**config.mk**
```make
export PLATFORM = sky130hd
export DESIGN_NAME = mealy_table_fsm
export DESIGN_NICKNAME = d
export VERILOG_FILES = /design/src/rtl/mealy_table_fsm.sv
export SDC_FILE = /design/constraint.sdc
export NUM_CORES = 1
export LEC_CHECK = 0
export CAP_MARGIN = 20
export CORE_ASPECT_RATIO = 1.4
export CORE_MARGIN = 4
export CORE_UTILIZATION = 59
export DETAILED_ROUTE_END_ITERATION = 16
export GPL_TIMING_DRIVEN = 0
export PLACE_DENSITY = 0.84
export SYNTH_ARGS = -nofsm -noshare
export SYNTH_HDL_FRONTEND = slang
export SYNTH_SLANG_ARGS = --single-unit
```
**constraint.sdc**
```tcl
create_clock -name clk -period 3.8 [get_ports clk]
set_input_delay 0.76 -clock clk [delete_from_list [all_inputs] [get_ports clk]]
set_output_delay 0.76 -clock clk [all_outputs]
set_load 0.01 [all_outputs]
```
**src/rtl/mealy_table_fsm.sv**
```systemverilog
// Run-time programmable Mealy machine: a register-file transition/output table indexed by
// {state, in}, one transition per enabled cycle, with a sticky illegal-next flag and step counter.
module mealy_table_fsm #(
  parameter int NSTATES   = 4,
  parameter int IW        = 1,
  parameter int OW        = 3,
  parameter int RST_STATE = 0,
  parameter int CW        = 16,
  localparam int SW = $clog2(NSTATES),
  localparam int AW = SW + IW,
  localparam int DW = SW + OW
) (
  input  logic          clk,
  input  logic          reset,
  input  logic          en,
  input  logic [IW-1:0] in,
  input  logic          cfg_we,
  input  logic [AW-1:0] cfg_addr,
  input  logic [DW-1:0] cfg_data,
  output logic [OW-1:0] out,
  output logic [SW-1:0] state,
  output logic          err,
  output logic [CW-1:0] steps
);

  localparam int NENT = NSTATES << IW;
  localparam logic [SW:0]   NSTATES_L = (SW + 1)'(NSTATES);
  localparam logic [SW-1:0] RST_L     = SW'(RST_STATE);

  logic [DW-1:0] entryMem_q [NENT];
  logic [SW-1:0] state_q, state_d;
  logic          err_q, err_d;
  logic [CW-1:0] steps_q, steps_d;
  logic [DW-1:0] curEntry;
  logic [SW-1:0] fetchedNext;
  logic          cfgLegal;

  // The state register only ever holds a legal state, so the fetch index is always in range.
  always_comb begin
    curEntry    = entryMem_q[{state_q, in}];
    fetchedNext = curEntry[DW-1:OW];
    state_d     = state_q;
    err_d       = err_q;
    steps_d     = steps_q;
    if (en) begin
      if ({1'b0, fetchedNext} >= NSTATES_L) begin
        state_d = RST_L;
        err_d   = 1'b1;
      end else begin
        state_d = fetchedNext;
      end
      if (steps_q != '1) begin
        steps_d = steps_q + CW'(1);
      end
    end
  end

  assign cfgLegal = ({1'b0, cfg_addr[AW-1:IW]} < NSTATES_L);

  // Table writes land at the edge, so a step in the same cycle still sees the old entry.
  always_ff @(posedge clk) begin
    if (reset) begin
      state_q <= RST_L;
      err_q   <= 1'b0;
      steps_q <= '0;
      for (int k = 0; k < NENT; k++) begin
        entryMem_q[k] <= {RST_L, {OW{1'b0}}};
      end
    end else begin
      state_q <= state_d;
      err_q   <= err_d;
      steps_q <= steps_d;
      if (cfg_we && cfgLegal) begin
        entryMem_q[cfg_addr] <= cfg_data;
      end
    end
  end

  assign out   = curEntry[OW-1:0];
  assign state = state_q;
  assign err   = err_q;
  assign steps = steps_q;

endmodule
```
Yosys cells after proc, flatten, opt, wreduce, memory -nomap -nowiden

Memories as Yosys holds them, arrays and structs flattened.
Index checks and enable logic that the tools add are counted.

Input bits: 13
RAM bits: 40
Output and inout bits: 22
Logic and storage cells: 15
Flip-flop bits (word level): 18
Memories kept: 1

Memories:

| name       | depth | width | rd ports | clocked after memory_dff | wr ports | RTL line | RTL |
|---|---|---|---|---|---|---|---|
| entryMem_q | 8     | 5     | 1        | 0                        | 8        | 30       | `logic [DW-1:0] entryMem_q [NENT];` |

Reductions and logical operators: 2
$add $sub $neg: 1
Eq/ne operators: 1
Muxes and demuxes: 8

Operator list:

| cell                                                             | count |
|---|---|
| 16-bit by 1-bit adder with 16-bit output (second input constant) | 1 |
| 16-bit != test (second input constant)                           | 1 |
| 1-bit two-way mux                                                | 6 |
| 5-bit two-way mux                                                | 1 |
| 5-bit OR reduction                                               | 1 |
| 3-bit two-way mux                                                | 1 |
| 2-bit AND reduction                                              | 1 |

Depth between registers and ports, before layout

Word-level depth: 5
Mapped depth: 5

Worst setup path after synthesis

Ideal clock, no wire load.

Kind: input port to output port
Start point: in in
End point: out out[0]
Buffers on the path: 2
Stages on the path: 4
Data required time: 3.040 ns
Slack: 1.093 ns
Data arrival time: 1.947 ns
Cell sequence: buf_2 mux4_2 mux2_2 buf_4

Word-level cells in the longest chain between the ends: 1

Ends and longest elaborated chain:

| what             | RTL line | RTL |
|---|---|---|
| start, declared  | 16       | `input logic [IW-1:0] in,` |
| memory 8 x 5 bit | -        |  |
| end, declared    | 20       | `output logic [OW-1:0] out,` |

Every way passes these cells.

Worst setup path in the final report

Same ends and word-level chain as after synthesis.

==> run metrics <==
Clock transition at path regs 0.06 ns; routed wire length 5810 um; Synth Warn # 0; synthesized area per cell 12.2 um^2; type of the worst setup path input port to output port; Netlist cell types 40; largest net degree at the start of global routing 11; endpoints failing setup 0; core box area 4570 um^2; DPL Wire Length 4250 um; initial drt markers 210; final core utilization 0.752; Hold Buf Count CTS 0; Max Slew Vio Count 0; cts bufs inserted 9; Tightest Pin Transition 0.677 ns; overall power 1600 uW; Overflow after GRT 0; required time of the critical path 3.04 ns; Routability Congestion 0.774; clock skew 0.00650 ns; worst hold stages 2; Max FO, Critical Path 10; maximum VDD drop 394 uV; clk_lat worst skew 0.33 ns; clk sinks 58; detailed route wirelength on metal2 3260 um; post-synthesis instance area 2790 um^2; net count after synthesis 243; worst setup margin 0.489 ns; post-synthesis sequential area ratio 0.559; Inserted Diodes 0; cells on worst reg2reg path 5; fin crit period 3.31 ns; CP startpoint kind input port; R2R Setup Slk 1.73 ns; total of max-cap violations 0; Hold Path End steps[7]$_SDFFE_PP0P_; fmax 302 MHz; Final Hold Fails 0; detailed-route DRC error count 0; DR top layer met4; reg2reg end steps[5]$_SDFFE_PP0P_; all-layer global routing usage 0.219; ys async rst share 0; metal3 WL 258 um; layout cell share with drive strength beyond 1 0.174; Slew headroom 0.544; hold_sp steps[7]$_SDFFE_PP0P_; vias in the first global route 1,928; PD cells 465 nW/um^2; Die H 89.4 um; setup TNS 0 ns; Post-Syn Instances 229; Final nets 285; DRT antenna net count 0; Yosys top cell area share 0.430; Final period util 0.871; Syn-to-layout area delta 23.1%; Critical R2R Launch steps[0]$_SDFFE_PP0P_; Worst Hold Class register to register; Hold Slack 0.535 ns; CTS max path bufs 2; CTS tree done; starting density of the core 0.611; post-DR vias/cell 5.71; Top FF cell, synth edfxtp_1; root buf cell clkbuf_8; status complete, no violations; Area contributors post-synth edfxtp_1, dfxtp_1, and2_1; Vias 1,929; Die Span X 66.1 um; RSZ-0062 raised after global routing false; post-CTS setup buffer count 0; static leakage 0.00121 uW; Post-synth EDFFs 40; Pre-antenna DRT Iters 4; H-tree depth 3; Rows 29; Port Buf Inserts 31; M1 WL 2140 um; Filler Cell Count 331; die area 5910 um^2; # IOs 35; post-CTS resize count 0; worst slack, placed 0.487 ns; Yosys top cell by area edfxtp_1; Worst Setup End Kind output port; wire per inst 17.2 um; top cells by count, synth and2_1, edfxtp_1, dfxtp_1, nor2_1, mux4_2; initial antenna violation count 0; Seq cells post-synth 58; CP arrival 2.55 ns; global-route wire length before repair 9160 um
[cells in the final DEF (no fill, tap or decap), drive strengths merged, types with 2 or more instances in the layout]
| cell type | synthesis | routed |
|---|---|---|
| nor3 | 9 | 9 |
| mux2 | 6 | 6 |
| nor4 | 2 | 2 |
| nor2b | 4 | 4 |
| clkbuf | 5 | 15 |
| and4 | 2 | 2 |
| clkdlybuf4s50 | 0 | 31 |
| mux4 | 10 | 10 |
| o21ai | 5 | 5 |
| o31ai | 4 | 4 |
| bufinv | 0 | 4 |
| nand4 | 5 | 5 |
| or2 | 8 | 8 |
| clkinv | 0 | 2 |
| a31oi | 2 | 2 |
| or3 | 3 | 3 |
| nand3b | 2 | 2 |
| edfxtp | 40 | 40 |
| dfxtp | 18 | 18 |
| mux2i | 3 | 3 |
| a21oi | 9 | 9 |
| buf | 6 | 6 |
| or4 | 3 | 3 |
| nor2 | 18 | 18 |
| inv | 3 | 3 |
| nand2b | 2 | 2 |
| nand2 | 7 | 7 |
| and2 | 40 | 40 |
| nand3 | 4 | 4 |
| and3 | 2 | 2 |
[per-layer routing]
metal | global-route usage | up-vias
met4 | 0.0998 | 0
met2 | 0.420 | 52
met5 | 0 | -
met3 | 0.0616 | 12
li1 | - | 930
met1 | 0.210 | 935
[worst max path at each step]
stage	startpoint	end	slack, ns	cells past startpoint
detailed placement	in	out[1]	0.49	5
floorplan	in	out[0]	1.09	4
finish	in	out[0]	0.49	5
global route	in	out[1]	0.42	5
global placement	in	out[1]	0.49	5
CTS	in	out[0]	0.46	5
[registers in the layout, summed over array words and instances, names as in the netlist]
name        flops
steps          16
entryMem_q     40
state           2
[kinds of logic after synthesis]
logic type,synth area share
AND/OR/NAND/NOR,0.241
flip-flops,0.559
AO/OA/AOI/OAI,0.0488
multiplexers,0.116
buffers and inverters,0.0260
adder cells (fa/ha/maj),0.00448
other,0.00134
XOR/XNOR,0.00314
[worst max-delay path, cell delays in order]
cell	delay (ns)
buf_2	0.29
mux4_2	0.59
mux2_2	0.28
buf_4	0.13
clkdlybuf4s50_1	0.49
[layout make-up]
class	instances	area, um^2	area share
Clock buffer	10	128	0.0371
Multi-Input combinational cell	157	1160	0.337
Buffer	11	61.3	0.0178
Inverter	3	11.3	0.00328
Timing Repair Buffer	31	310	0.0903
Clock inverter	6	129	0.0375
Sequential cell	58	1560	0.454
Tap cell	62	77.6	0.0226
[power by group]
| group | switching [uW] | internal (uW) | leakage (uW) |
|---|---|---|---|
| Combinational | 64.5 | 74.2 | 0.000550 |
| Clock | 242 | 499 | 0.000128 |
| Sequential | 13.3 | 706 | 0.000529 |
| Total | 320 | 1280 | 0.00121 |
[through the flow]
stage / instance area (um^2) / std cells
after floorplan: 2790 / 229
after global placement: 3180 / 322
after detailed placement: 3180 / 322
after CTS: 3440 / 338
after global routing: 3440 / 338
final: 3440 / 338
No activity file was read; power rests on OpenSTA's default activity.
